File: src/rtl/apuf_eval_ctrl_if.sv
// Handshake and chain-facing bundle for the arbiter-PUF evaluation sequencer.
// master = requester/chain side, slave = sequencer.
interface apuf_eval_ctrl_if #(
  parameter int CHAL_W = 64,
  parameter int CNT_W  = 4
);
  logic [CHAL_W-1:0] chal_in;
  logic              start;
  logic              busy;
  logic [CHAL_W-1:0] chal_sel;
  logic              launch;
  logic              arb_rst;
  logic              arb_out;
  logic              resp;
  logic              resp_valid;
  logic              resp_stable;
  logic [CNT_W-1:0]  ones_cnt;

  modport master (
    output chal_in, start, arb_out,
    input  busy, chal_sel, launch, arb_rst,
    input  resp, resp_valid, resp_stable, ones_cnt
  );

  modport slave (
    input  chal_in, start, arb_out,
    output busy, chal_sel, launch, arb_rst,
    output resp, resp_valid, resp_stable, ones_cnt
  );
endinterface

File: src/rtl/apuf_eval_ctrl.sv
// Arbiter-PUF challenge/launch sequencer: repeated evaluation of one
// challenge with majority vote and stability flag on the response.
module apuf_eval_ctrl #(
  parameter int CHAL_W      = 64,
  parameter int SETTLE_CYC  = 4,
  parameter int CAPTURE_CYC = 8,
  parameter int NUM_EVAL    = 15
) (
  input  logic clk,
  input  logic rst,
  apuf_eval_ctrl_if.slave bus
);

  localparam int CNT_W = $clog2(NUM_EVAL + 1);
  localparam int TMR_W = $clog2(SETTLE_CYC + CAPTURE_CYC + 1);

  typedef enum logic [2:0] {
    IDLE, SETUP, LAUNCH, SAMPLE, DONE
  } state_t;

  state_t           state, state_n;
  logic [TMR_W-1:0] timer, timer_n;
  logic [CNT_W-1:0] eval_cnt, eval_cnt_n;
  logic [CNT_W-1:0] acc, acc_n;
  logic             sync1, arb_s;
  logic             accept;
  logic             fire_n;

  // busy is held through the result cycle, so a start there waits one cycle
  assign accept = (state == IDLE) && bus.start && !bus.busy;
  assign fire_n = (state_n == LAUNCH) || (state_n == SAMPLE);

  always_comb begin
    state_n    = state;
    timer_n    = timer;
    eval_cnt_n = eval_cnt;
    acc_n      = acc;
    unique case (state)
      IDLE: begin
        if (accept) begin
          state_n    = SETUP;
          timer_n    = TMR_W'(SETTLE_CYC - 1);
          eval_cnt_n = '0;
          acc_n      = '0;
        end
      end
      SETUP: begin
        if (timer == '0) begin
          state_n = LAUNCH;
          timer_n = TMR_W'(CAPTURE_CYC - 1);
        end else begin
          timer_n = timer - 1'b1;
        end
      end
      LAUNCH: begin
        if (timer == '0) state_n = SAMPLE;
        else             timer_n = timer - 1'b1;
      end
      SAMPLE: begin
        acc_n = acc + CNT_W'(arb_s);
        if (eval_cnt == CNT_W'(NUM_EVAL - 1)) begin
          state_n = DONE;
        end else begin
          state_n    = SETUP;
          eval_cnt_n = eval_cnt + 1'b1;
          timer_n    = TMR_W'(SETTLE_CYC - 1);
        end
      end
      DONE:    state_n = IDLE;
      default: state_n = IDLE;
    endcase
  end

  always_ff @(posedge clk or posedge rst) begin
    if (rst) begin
      state    <= IDLE;
      timer    <= '0;
      eval_cnt <= '0;
      acc      <= '0;
    end else begin
      state    <= state_n;
      timer    <= timer_n;
      eval_cnt <= eval_cnt_n;
      acc      <= acc_n;
    end
  end

  always_ff @(posedge clk or posedge rst) begin
    if (rst) begin
      sync1           <= 1'b0;
      arb_s           <= 1'b0;
      bus.launch      <= 1'b0;
      bus.arb_rst     <= 1'b1;
      bus.busy        <= 1'b0;
      bus.chal_sel    <= '0;
      bus.resp        <= 1'b0;
      bus.resp_valid  <= 1'b0;
      bus.resp_stable <= 1'b0;
      bus.ones_cnt    <= '0;
    end else begin
      sync1          <= bus.arb_out;
      arb_s          <= sync1;
      bus.launch     <= fire_n;
      bus.arb_rst    <= !fire_n;
      bus.busy       <= (state != IDLE) || accept;
      bus.resp_valid <= (state == DONE);
      if (accept) bus.chal_sel <= bus.chal_in;
      if (state == DONE) begin
        bus.ones_cnt    <= acc;
        bus.resp        <= acc > CNT_W'(NUM_EVAL / 2);
        bus.resp_stable <= (acc == '0) || (acc == CNT_W'(NUM_EVAL));
      end
    end
  end

endmodule
File: src/flat_wrapper.sv
// flat-port wrapper written by rule: the top's interface ports become plain ports
module apuf_eval_ctrl_flat 
#(
  parameter int CHAL_W      = 64,
  parameter int SETTLE_CYC  = 4,
  parameter int CAPTURE_CYC = 8,
  parameter int NUM_EVAL    = 15
)
  (clk, rst, bus_chal_in, bus_start, bus_arb_out, bus_busy, bus_chal_sel, bus_launch, bus_arb_rst, bus_resp, bus_resp_valid, bus_resp_stable, bus_ones_cnt);
  apuf_eval_ctrl_if #(.CHAL_W(CHAL_W)) bus_i ();
  input  logic clk;
  input  logic rst;
  input wire logic [$bits(bus_i.chal_in)-1:0] bus_chal_in;
  input wire logic [$bits(bus_i.start)-1:0] bus_start;
  input wire logic [$bits(bus_i.arb_out)-1:0] bus_arb_out;
  output wire logic [$bits(bus_i.busy)-1:0] bus_busy;
  output wire logic [$bits(bus_i.chal_sel)-1:0] bus_chal_sel;
  output wire logic [$bits(bus_i.launch)-1:0] bus_launch;
  output wire logic [$bits(bus_i.arb_rst)-1:0] bus_arb_rst;
  output wire logic [$bits(bus_i.resp)-1:0] bus_resp;
  output wire logic [$bits(bus_i.resp_valid)-1:0] bus_resp_valid;
  output wire logic [$bits(bus_i.resp_stable)-1:0] bus_resp_stable;
  output wire logic [$bits(bus_i.ones_cnt)-1:0] bus_ones_cnt;
  assign bus_i.chal_in = bus_chal_in;
  assign bus_i.start = bus_start;
  assign bus_i.arb_out = bus_arb_out;
  assign bus_busy = bus_i.busy;
  assign bus_chal_sel = bus_i.chal_sel;
  assign bus_launch = bus_i.launch;
  assign bus_arb_rst = bus_i.arb_rst;
  assign bus_resp = bus_i.resp;
  assign bus_resp_valid = bus_i.resp_valid;
  assign bus_resp_stable = bus_i.resp_stable;
  assign bus_ones_cnt = bus_i.ones_cnt;
  apuf_eval_ctrl #(.CHAL_W(CHAL_W), .SETTLE_CYC(SETTLE_CYC), .CAPTURE_CYC(CAPTURE_CYC), .NUM_EVAL(NUM_EVAL)) u_core (.clk(clk), .rst(rst), .bus(bus_i));
endmodule
File: config.mk
export PLATFORM = sky130hd
export DESIGN_NAME = apuf_eval_ctrl_flat
export DESIGN_NICKNAME = d
export VERILOG_FILES = /design/src/rtl/apuf_eval_ctrl_if.sv /design/src/rtl/apuf_eval_ctrl.sv /design/src/flat_wrapper.sv
export SDC_FILE = /design/constraint.sdc
export NUM_CORES = 1
export LEC_CHECK = 0
export BUFFER_PORTS_ARGS = -buffer_cell sky130_fd_sc_hd__buf_2
export CORE_MARGIN = 1.5
export CORE_UTILIZATION = 30
export DETAILED_ROUTE_END_ITERATION = 8
export HOLD_SLACK_MARGIN = 0.08
export PLACE_DENSITY = 0.57
export SYNTH_ARGS = -nofsm -noshare
export SYNTH_HDL_FRONTEND = slang
export SYNTH_SLANG_ARGS = --single-unit
File: constraint.sdc
create_clock -name clk -period 2.7 [get_ports clk]
set_input_delay 0.27 -clock clk [delete_from_list [all_inputs] [get_ports clk]]
set_output_delay 0.27 -clock clk [all_outputs]
set_load 0.02 [all_outputs]
==> results.sh, run 1 <==
export IMPL_routed_wl_um=7510
export IMPL_hpwl_um=5460
export IMPL_netlist_instances=252
export IMPL_hold_depth=2
export IMPL_grt_antenna_before_repair=0
export IMPL_rr_endpoint="u_core.bus.chal_sel[33]"
export IMPL_cap_violations=0
export IMPL_ant_nets=0
export IMPL_final_period_utilization=0.695
export IMPL_final_nets=471
export IMPL_setup_viol=0
export IMPL_synthDistinctLibCells=39
export IMPL_rsz0062_at_grt="no"
export IMPL_yosys_warnings=0
export IMPL_cts_max_path_buffers=2
export IMPL_syn_nets=325
export IMPL_clock_sinks=91
export IMPL_avgSynthCellArea_sq_um=14.5
export IMPL_num_rows=40
export IMPL_die_h_um=113
export IMPL_htreeDepth=3
export IMPL_overflow=0
export IMPL_final_layout_size_suffix_gt1_frac=0.578
export IMPL_final_cell_mix="buf_2 (141), dfrtp_1 (90), mux2_2 (64)"
export IMPL_final_setup_tns_ps=0
export IMPL_r2r_setup_slack_ps=820
export IMPL_grt_pass1_wl_um=12000
export IMPL_via_per_inst=4.59
export IMPL_post_drt_wl_per_cell_um=13.6
export IMPL_placed_cells=532
export IMPL_final_instance_count_excl_fill=550
export IMPL_synth_seq_cells=91
export IMPL_critPathCaptureType="register"
export IMPL_r2r_start="u_core.state[0]"
export IMPL_finalHoldViolCount=0
export IMPL_outcome="complete, no violations"
export IMPL_hold_path_end="u_core.bus.chal_sel[46]"
export IMPL_drv_slew=0
export IMPL_place_area_sq_um=4520
export IMPL_skew_ps=4.35
export IMPL_hold_path_class="input port to register"
export IMPL_finalCriticalPeriod_ps=1880
export IMPL_root_buffer="clkbuf_16"
export IMPL_stdcell_area_sq_um=4800
export IMPL_drc_errors=0
export IMPL_die_area_sq_um=12800
export IMPL_cp_start_kind="register"
export IMPL_start_util=0.305
export IMPL_post_cts_buffers=0
export IMPL_max_freq_mhz=533
export IMPL_min_from="bus_chal_in[46]"
export IMPL_arrival_ps=2090
export IMPL_grt_max_degree=54
export IMPL_worstPathMaxFanout=33
export IMPL_vias=2522
export IMPL_peakVddDrop_mv=0.612
export IMPL_worst_pin_slew_ps=660
export IMPL_dr_first_iter_drc_count=78
export IMPL_clk_pin_slew_worst_paths_ps=60
export IMPL_slew_limit_headroom=0.560
export IMPL_utilization=0.402
export IMPL_tritoncts="yes"
export IMPL_leakage_uw=0.00244
export IMPL_cp_required_ps=2920
export IMPL_cts_buffers=9
export IMPL_ff2ff_path_depth=4
export IMPL_die_w_um=113
export IMPL_grtUsageTotal=0.122
export IMPL_p_per_area_nw_per_um2=1180
export IMPL_syn_area_sq_um=3650
export IMPL_final_common_cell="buf_2"
export IMPL_area_growth_syn_to_layout_pct=31.5
export IMPL_grt_pass1_vias=2545
export IMPL_clock_latency_ps=340
export IMPL_diodes=0
export IMPL_crit_type="register to register"
export IMPL_placement_io_buffers=141
export IMPL_gp_congestion=0.746
export IMPL_core_sq_um=12000
export IMPL_yosysSeqAreaShare=0.624
export IMPL_nFillCells=1166
export IMPL_dr_pass1_iters=4
export IMPL_io_pins=142
Yosys cell counts:
master | count | area share
nand2b_1 | 2 | 0.0034
o41ai_1 | 1 | 0.0024
buf_2 | 8 | 0.011
nor3_2 | 2 | 0.0055
mux2i_1 | 1 | 0.0027
dfrtp_1 | 90 | 0.62
mux2_4 | 1 | 0.0041
and3b_1 | 1 | 0.0024
and2b_2 | 2 | 0.0048
a21boi_2 | 1 | 0.0031
or4_1 | 2 | 0.0041
a31oi_1 | 3 | 0.0051
nor3_4 | 1 | 0.0045
or4b_4 | 1 | 0.0038
o221ai_1 | 1 | 0.0024
nor3b_1 | 1 | 0.0021
nand3b_1 | 1 | 0.0021
dfstp_2 | 1 | 0.0072
and3_1 | 1 | 0.0017
buf_4 | 1 | 0.0021
nor2b_1 | 2 | 0.0034
or3_1 | 1 | 0.0017
o22ai_1 | 1 | 0.0017
nand4_1 | 3 | 0.0051
a311oi_1 | 1 | 0.0024
nand2_1 | 11 | 0.011
a21o_2 | 1 | 0.0024
nor3_1 | 1 | 0.0014
mux2_1 | 5 | 0.015
nor2_1 | 5 | 0.0051
nand3_1 | 7 | 0.0096
a21oi_1 | 4 | 0.0055
inv_1 | 8 | 0.0082
mux2_2 | 64 | 0.20
o21ai_0 | 5 | 0.0068
buf_6 | 2 | 0.0062
xor2_1 | 3 | 0.0072
o21ai_1 | 1 | 0.0014
ha_1 | 5 | 0.017
worst max path at each step:
stage                               start                      end  cells past startpoint
after floorplan                       rst            u_core.acc[0]                      1
after global placement    u_core.state[0]   u_core.bus.chal_sel[1]                      4
after detailed placement  u_core.state[0]  u_core.bus.chal_sel[18]                      4
after CTS                 u_core.state[0]  u_core.bus.chal_sel[18]                      4
after global routing      u_core.state[0]  u_core.bus.chal_sel[18]                      4
final                     u_core.state[0]  u_core.bus.chal_sel[33]                      4
state kept, by name, indices dropped and copies added, names as in the netlist, 3 cells and up:
register             cells
u_core.bus.chal_sel     64
u_core.state             3
u_core.timer             4
u_core.eval_cnt          4
u_core.acc               4
u_core.bus.ones_cnt      4
report_power, final:
group | internal (uW) | switching [uW] | total (uW) | leakage [uW]
logic | 963 | 1250 | 2210 | 0.00118
clock network | 645 | 486 | 1130 | 0.000133
registers | 1960 | 353 | 2310 | 0.00113
total | 3570 | 2090 | 5650 | 0.00244
cells by family (layout without fill, tap and decap cells):
kind of cell | Yosys count | after routing | synth area share
adder cells (fa/ha/maj) | 5 | 5 | 0.0171
multiplexers | 71 | 71 | 0.220
AO/OA/AOI/OAI | 19 | 19 | 0.0332
AND/OR/NAND/NOR | 44 | 44 | 0.0719
XOR/XNOR | 3 | 3 | 0.00719
buffers and inverters | 19 | 170 | 0.0274
flip-flops | 91 | 91 | 0.624
worst max-delay path, cell delays in order (launching register included):
cell     delay [ps]
dfrtp_1         600
nor3_4          110
nand2_4         210
buf_4           420
mux2_2          390
what timing repair did:
item | CTS | global route
hold endpoints to repair | 52 | 0
resized for setup | 0 | 0
hold buffers | 2 | 0
setup endpoints to repair | 0 | 0
area by class of cell:
| type | instances | area [sq um] | share of cell area |
|---|---|---|---|
| clock buffer | 13 | 250 | 0.0521 |
| clock inverter | 3 | 15.0 | 0.00313 |
| inverter | 8 | 32.5 | 0.00677 |
| multi-input combinational | 142 | 1280 | 0.267 |
| sequential | 91 | 2280 | 0.474 |
| tap | 147 | 184 | 0.0383 |
| timing repair buffer | 146 | 761 | 0.158 |
per-layer routing:
layer	up-vias	track usage	share of wire
met4	0	0.0400	0.013
met2	80	0.208	0.51
met5	-	0	0
met1	1258	0.130	0.39
li1	1175	-	-
met3	9	0.0632	0.083
through the flow:
stage | hold slack, ps | setup WS, ps | total power (uW)
2_1_floorplan | 301 | 68.0 | 3810
3_3_place_gp | 343 | 861 | 4510
3_5_place_dp | 343 | 796 | 4580
4_1_cts | 126 | 786 | 5750
5_1_grt | 133 | 662 | 6010
6_report | 145 | 824 | 5650
(Power assumes the default switching activity.)
==> run 2: changes to the inputs <==
PLACE_DENSITY = 0.55   (was 0.57)
clock period = 1.9 ns   (was 2.7 ns; I/O delays follow)
==> run 2 against run 1 <==
  * Power up 47%
  * Core utilization up 5.6 points
  * Final area up 14%
  * Combinational power up 52%
  * Clock power up 50%
  * Largest power group is now combinational cells
  * Flip-flop and latch count unchanged
==> results.sh, run 2 (same netlist as run 1, synthesis figures left out) <==
export IMPL_via_per_inst=4.47
export IMPL_drv_slew=0
export IMPL_htreeDepth=3
export IMPL_routed_wl_um=8360
export IMPL_cts_max_path_buffers=2
export IMPL_final_common_cell="buf_2"
export IMPL_cp_top_family="simple AND/OR/NAND/NOR gates"
export IMPL_die_area_sq_um=12800
export IMPL_peakVddDrop_mv=0.949
export IMPL_clock_sinks=91
export IMPL_grt_antenna_before_repair=0
export IMPL_final_nets=535
export IMPL_critPathMaxStageDelay_ps=480
export IMPL_hpwl_um=5320
export IMPL_cp_required_ps=2120
export IMPL_diodes=0
export IMPL_post_cts_buffers=0
export IMPL_max_freq_mhz=544
export IMPL_root_buffer="clkbuf_16"
export IMPL_nFillCells=1100
export IMPL_drc_errors=0
export IMPL_hold_slack_ps=92.7
export IMPL_final_setup_worst_slack_ps=60.5
export IMPL_skew_ps=6.13
export IMPL_stdcell_area_sq_um=5480
export IMPL_vias=2743
export IMPL_place_area_sq_um=4600
export IMPL_intPower_uw=5280
export IMPL_critPathBufInv=1
export IMPL_largest_register_ffs=64
export IMPL_met3_wirelength_um=497
export IMPL_grt_max_degree=62
export IMPL_cts_buffers=9
export IMPL_final_setup_tns_ps=0
export IMPL_r2r_start="u_core.timer[0]"
export IMPL_clock_latency_ps=340
export IMPL_hold_path_end="u_core.bus.chal_sel[51]"
export IMPL_p_sw_frac=0.365
export IMPL_outcome="complete, no violations"
export IMPL_final_cell_mix="buf_2 (141), dfrtp_1 (90), mux2_2 (64)"
export IMPL_start_util=0.305
export IMPL_final_layout_size_suffix_gt1_frac=0.517
export IMPL_finalCriticalPeriod_ps=1840
export IMPL_hold_path_class="input port to register"
export IMPL_ant_nets=0
export IMPL_num_rows=40
export IMPL_cp_start_kind="register"
export IMPL_rr_endpoint="u_core.timer[1]"
export IMPL_gp_congestion=0.775
export IMPL_io_pins=142
export IMPL_die_w_um=113
export IMPL_grtUsageTotal=0.133
export IMPL_min_from="bus_chal_in[51]"
export IMPL_core_sq_um=12000
export IMPL_area_growth_syn_to_layout_pct=50.0
export IMPL_hold_depth=2
export IMPL_ff2ff_path_depth=6
export IMPL_switching_power_uw=3040
export IMPL_p_per_area_nw_per_um2=1520
export IMPL_worst_pin_slew_ps=563
export IMPL_post_drt_wl_per_cell_um=13.6
export IMPL_finalHoldViolCount=0
export IMPL_cap_violations=0
export IMPL_utilization=0.458
export IMPL_combPwrFrac=0.405
export IMPL_dr_pass1_iters=5
export IMPL_regMostFlops="u_core.bus.chal_sel"
export IMPL_clock_power_share=0.203
export IMPL_crit_type="register to register"
export IMPL_grt_pass1_wl_um=13300
export IMPL_tritoncts="yes"
export IMPL_r2r_setup_slack_ps=60
export IMPL_worstPathMaxFanout=4
export IMPL_final_period_utilization=0.968
export IMPL_dr_first_iter_drc_count=98
export IMPL_seq_power_share=0.392
export IMPL_placement_io_buffers=141
export IMPL_pre_cts_ws_ps=63.4
export IMPL_leakage_uw=0.00271
export IMPL_setup_viol=0
export IMPL_arrival_ps=2060
export IMPL_slowest_stage="or4b_4"
export IMPL_cp_cell_sequence="inv_1 -> ha_2 -> or4b_4 -> a21boi_2 -> nor3_2 -> mux2_4"
export IMPL_slew_limit_headroom=0.624
export IMPL_overflow=0
export IMPL_highest_layer="met4"
export IMPL_die_h_um=113
export IMPL_grt_pass1_vias=2801
export IMPL_met2_length_um=4400
export IMPL_critPathCaptureType="register"
export IMPL_clk_pin_slew_worst_paths_ps=60
export IMPL_wl_met1_um=3320
run 2: timing repair:
| item | 4_1_cts | 5_1_grt |
|---|---|---|
| endpoints found under the hold margin | 148 | 0 |
| hold buffers | 59 | 0 |
| resized for setup | 0 | 1 |
| endpoints found under the setup margin | 0 | 1 |
run 2: cell type report:
class	instances	area, sq um	share of cell area
sequential	91	2280	0.416
timing repair buffer	210	1420	0.259
multi-input combinational	142	1280	0.234
clock buffer	14	274	0.0500
tap	147	184	0.0336
inverter	8	33.8	0.00617
clock inverter	1	7.51	0.00137
run 2: worst register-to-register path, stage by stage (launching register included):
cell	delay (ps)
dfrtp_1	400
inv_1	80
ha_2	210
or4b_4	480
a21boi_2	170
nor3_2	80
mux2_4	300
run 2: metal layers:
layer | vias up | track usage
li1 | 1305 | -
met1 | 1345 | 0.145
met2 | 81 | 0.233
met3 | 12 | 0.0589
met4 | 0 | 0.0425
met5 | - | 0
run 2: how the worst max path moves through the flow:
stage / end / depth (start not counted) / slack [ps] / start
after floorplan: u_core.timer[1] / 6 / 180 / u_core.timer[0]
after global placement: u_core.timer[1] / 6 / 120 / u_core.timer[0]
after detailed placement: u_core.timer[1] / 6 / 60 / u_core.timer[0]
after CTS: u_core.timer[1] / 6 / 40 / u_core.timer[0]
after global routing: u_core.timer[1] / 6 / -10 / u_core.timer[0]
final: u_core.timer[1] / 6 / 60 / u_core.timer[0]
run 2: through the flow:
| step | total power [uW] | cells |
|---|---|---|
| after floorplan | 5410 | 252 |
| after global placement | 6470 | 539 |
| after detailed placement | 6570 | 539 |
| after CTS | 8400 | 613 |
| after global routing | 8840 | 613 |
| final | 8320 | 613 |
run 2: power by group through the flow:
stage	Combinational [uW]	Clock (uW)	Sequential, uW
6_report	3370	1690	3260
5_1_grt	3620	1840	3370
4_1_cts	3380	1760	3260
3_5_place_dp	3290	0	3280
3_3_place_gp	3240	0	3240
2_1_floorplan	1280	0	4130
==> run 3: changes to the inputs <==
CORE_UTILIZATION = 52   (was 30)
PLACE_DENSITY = 0.85   (was 0.55)
clock period = 2.2 ns   (was 1.9 ns; I/O delays follow)
==> run 3 against run 2 <==
  * Clock power decreased by 28%
  * Register-to-register slack improved by 270 ps
  * Worst setup slack improved by 270 ps
  * Sequential power decreased by 13%
  * Combinational power decreased by 18%
  * Largest cell class unchanged
  * Highest routed layer unchanged
==> results.sh, run 3 (same netlist as run 1, synthesis figures left out) <==
export IMPL_outcome="complete, no violations"
export IMPL_area_growth_syn_to_layout_pct=32.4
export IMPL_ff2ff_path_depth=6
export IMPL_hold_path_class="input port to register"
export IMPL_overflow=0
export IMPL_setup_viol=0
export IMPL_grt_pass1_vias=2517
export IMPL_drv_slew=0
export IMPL_diodes=0
export IMPL_p_per_area_nw_per_um2=1410
export IMPL_die_w_um=86.8
export IMPL_cap_violations=0
export IMPL_post_drt_wl_per_cell_um=14.7
export IMPL_final_setup_tns_ps=0
export IMPL_clk_pin_slew_worst_paths_ps=90
export IMPL_nFillCells=469
export IMPL_drc_errors=0
export IMPL_finalHoldViolCount=0
export IMPL_critPathMaxStageDelay_ps=490
export IMPL_pre_cts_ws_ps=357
export IMPL_htreeDepth=3
export IMPL_slew_limit_headroom=0.637
export IMPL_cp_start_kind="register"
export IMPL_die_area_sq_um=7540
export IMPL_num_rows=30
export IMPL_grt_max_degree=76
export IMPL_vias=2556
export IMPL_core_sq_um=6790
export IMPL_hold_depth=2
export IMPL_cts_buffers=9
export IMPL_rsz0062_at_grt="no"
export IMPL_largest_register_ffs=64
export IMPL_regMostFlops="u_core.bus.chal_sel"
export IMPL_multi_input_area_sq_um=1280
export IMPL_placement_io_buffers=141
export IMPL_io_pins=142
export IMPL_leakage_uw=0.00246
export IMPL_gp_congestion=0.823
export IMPL_arrival_ps=2100
export IMPL_final_cell_mix="buf_2 (141), dfrtp_1 (90), mux2_2 (64)"
export IMPL_root_buffer="clkbuf_8"
export IMPL_die_h_um=86.8
export IMPL_clock_sinks=91
export IMPL_start_util=0.538
export IMPL_tritoncts="yes"
export IMPL_ant_nets=0
export IMPL_ff_latch_area_sq_um=2280
export IMPL_peakVddDrop_mv=0.822
export IMPL_hpwl_um=5170
export IMPL_dr_first_iter_drc_count=91
export IMPL_final_common_cell="buf_2"
export IMPL_cp_cell_sequence="inv_1 -> ha_1 -> or4b_4 -> a21boi_2 -> nor3_2 -> mux2_4"
export IMPL_final_period_utilization=0.852
export IMPL_finalCriticalPeriod_ps=1870
export IMPL_worst_pin_slew_ps=542
export IMPL_final_layout_size_suffix_gt1_frac=0.564
export IMPL_slowest_stage="or4b_4"
export IMPL_routed_wl_um=7540
export IMPL_final_setup_worst_slack_ps=327
export IMPL_cts_max_path_buffers=2
export IMPL_grt_pass1_wl_um=11500
export IMPL_worstPathMaxFanout=4
export IMPL_skew_ps=12.5
export IMPL_clock_latency_ps=340
export IMPL_grtUsageTotal=0.198
export IMPL_cp_required_ps=2430
export IMPL_grt_antenna_before_repair=0
export IMPL_critPathCaptureType="register"
export IMPL_via_per_inst=4.98
export IMPL_crit_type="register to register"
export IMPL_max_freq_mhz=534
export IMPL_dr_pass1_iters=4
export IMPL_final_nets=485
[run 3: repair_timing]
action / in CTS / in global routing
hold endpoints to repair: 20 / 11
buffers inserted: 0 / 0
hold buffers: 5 / 11
gates resized for setup: 0 / 0
[run 3: power by group]
part | internal (uW) | total, uW | switching [uW] | leakage [uW]
Clock | 643 | 1220 | 580 | 0.000111
Sequential | 2400 | 2850 | 455 | 0.00113
Combinational | 1210 | 2750 | 1540 | 0.00123
Total | 4250 | 6820 | 2570 | 0.00246
[run 3: through the flow]
stage	power [uW]	cells	instance area (sq um)	hold WS [ps]	util
after floorplan	4670	252	3660	251	-
after global placement	5480	481	4460	227	0.657
after detailed placement	5610	481	4460	235	0.657
after CTS	6840	502	4730	81.3	0.696
after global routing	7220	513	4840	80.8	0.712
final	6820	513	4840	97.9	0.712
[run 3: routing by layer]
layer  GRT usage  vias to the layer above  routed length [um]
met5           0                        -                   0
met4      0.0674                        0                  77
met3      0.0610                        6                 430
met2       0.330                       74                4100
met1       0.245                     1268                2930
li1            -                     1208                   -
[run 3: area by class of cell]
type / instances / area share
well taps: 96 / 0.0248
repair buffers: 160 / 0.189
clock inverters: 6 / 0.0181
multi-input cells: 142 / 0.264
inverters: 8 / 0.00698
clock buffers: 10 / 0.0264
flip-flops and latches: 91 / 0.471
[run 3: final timing paths]
| path | slack (ps) | to | from |
|---|---|---|---|
| max reg2reg | 330 | u_core.timer[1] | u_core.timer[0] |
| min | 100 | u_core.bus.chal_sel[17] | bus_chal_in[17] |
| min in group asynchronous | 410 | u_core.bus.chal_sel[43] | rst |
| min reg2reg | 350 | u_core.arb_s | u_core.sync1 |
| max in group asynchronous | 1070 | u_core.bus.arb_rst | rst |
| max | 330 | u_core.timer[1] | u_core.timer[0] |
[run 3: critical path, delay by kind of cell (launching register included)]
family                     cells  cell delay (ps)
buffers and inverters          1               70
DFF                            1              410
AOI/OAI and AO/OA              1              200
muxes                          1              310
adders and majority gates      1              200
and+or+nand+nor                2              580
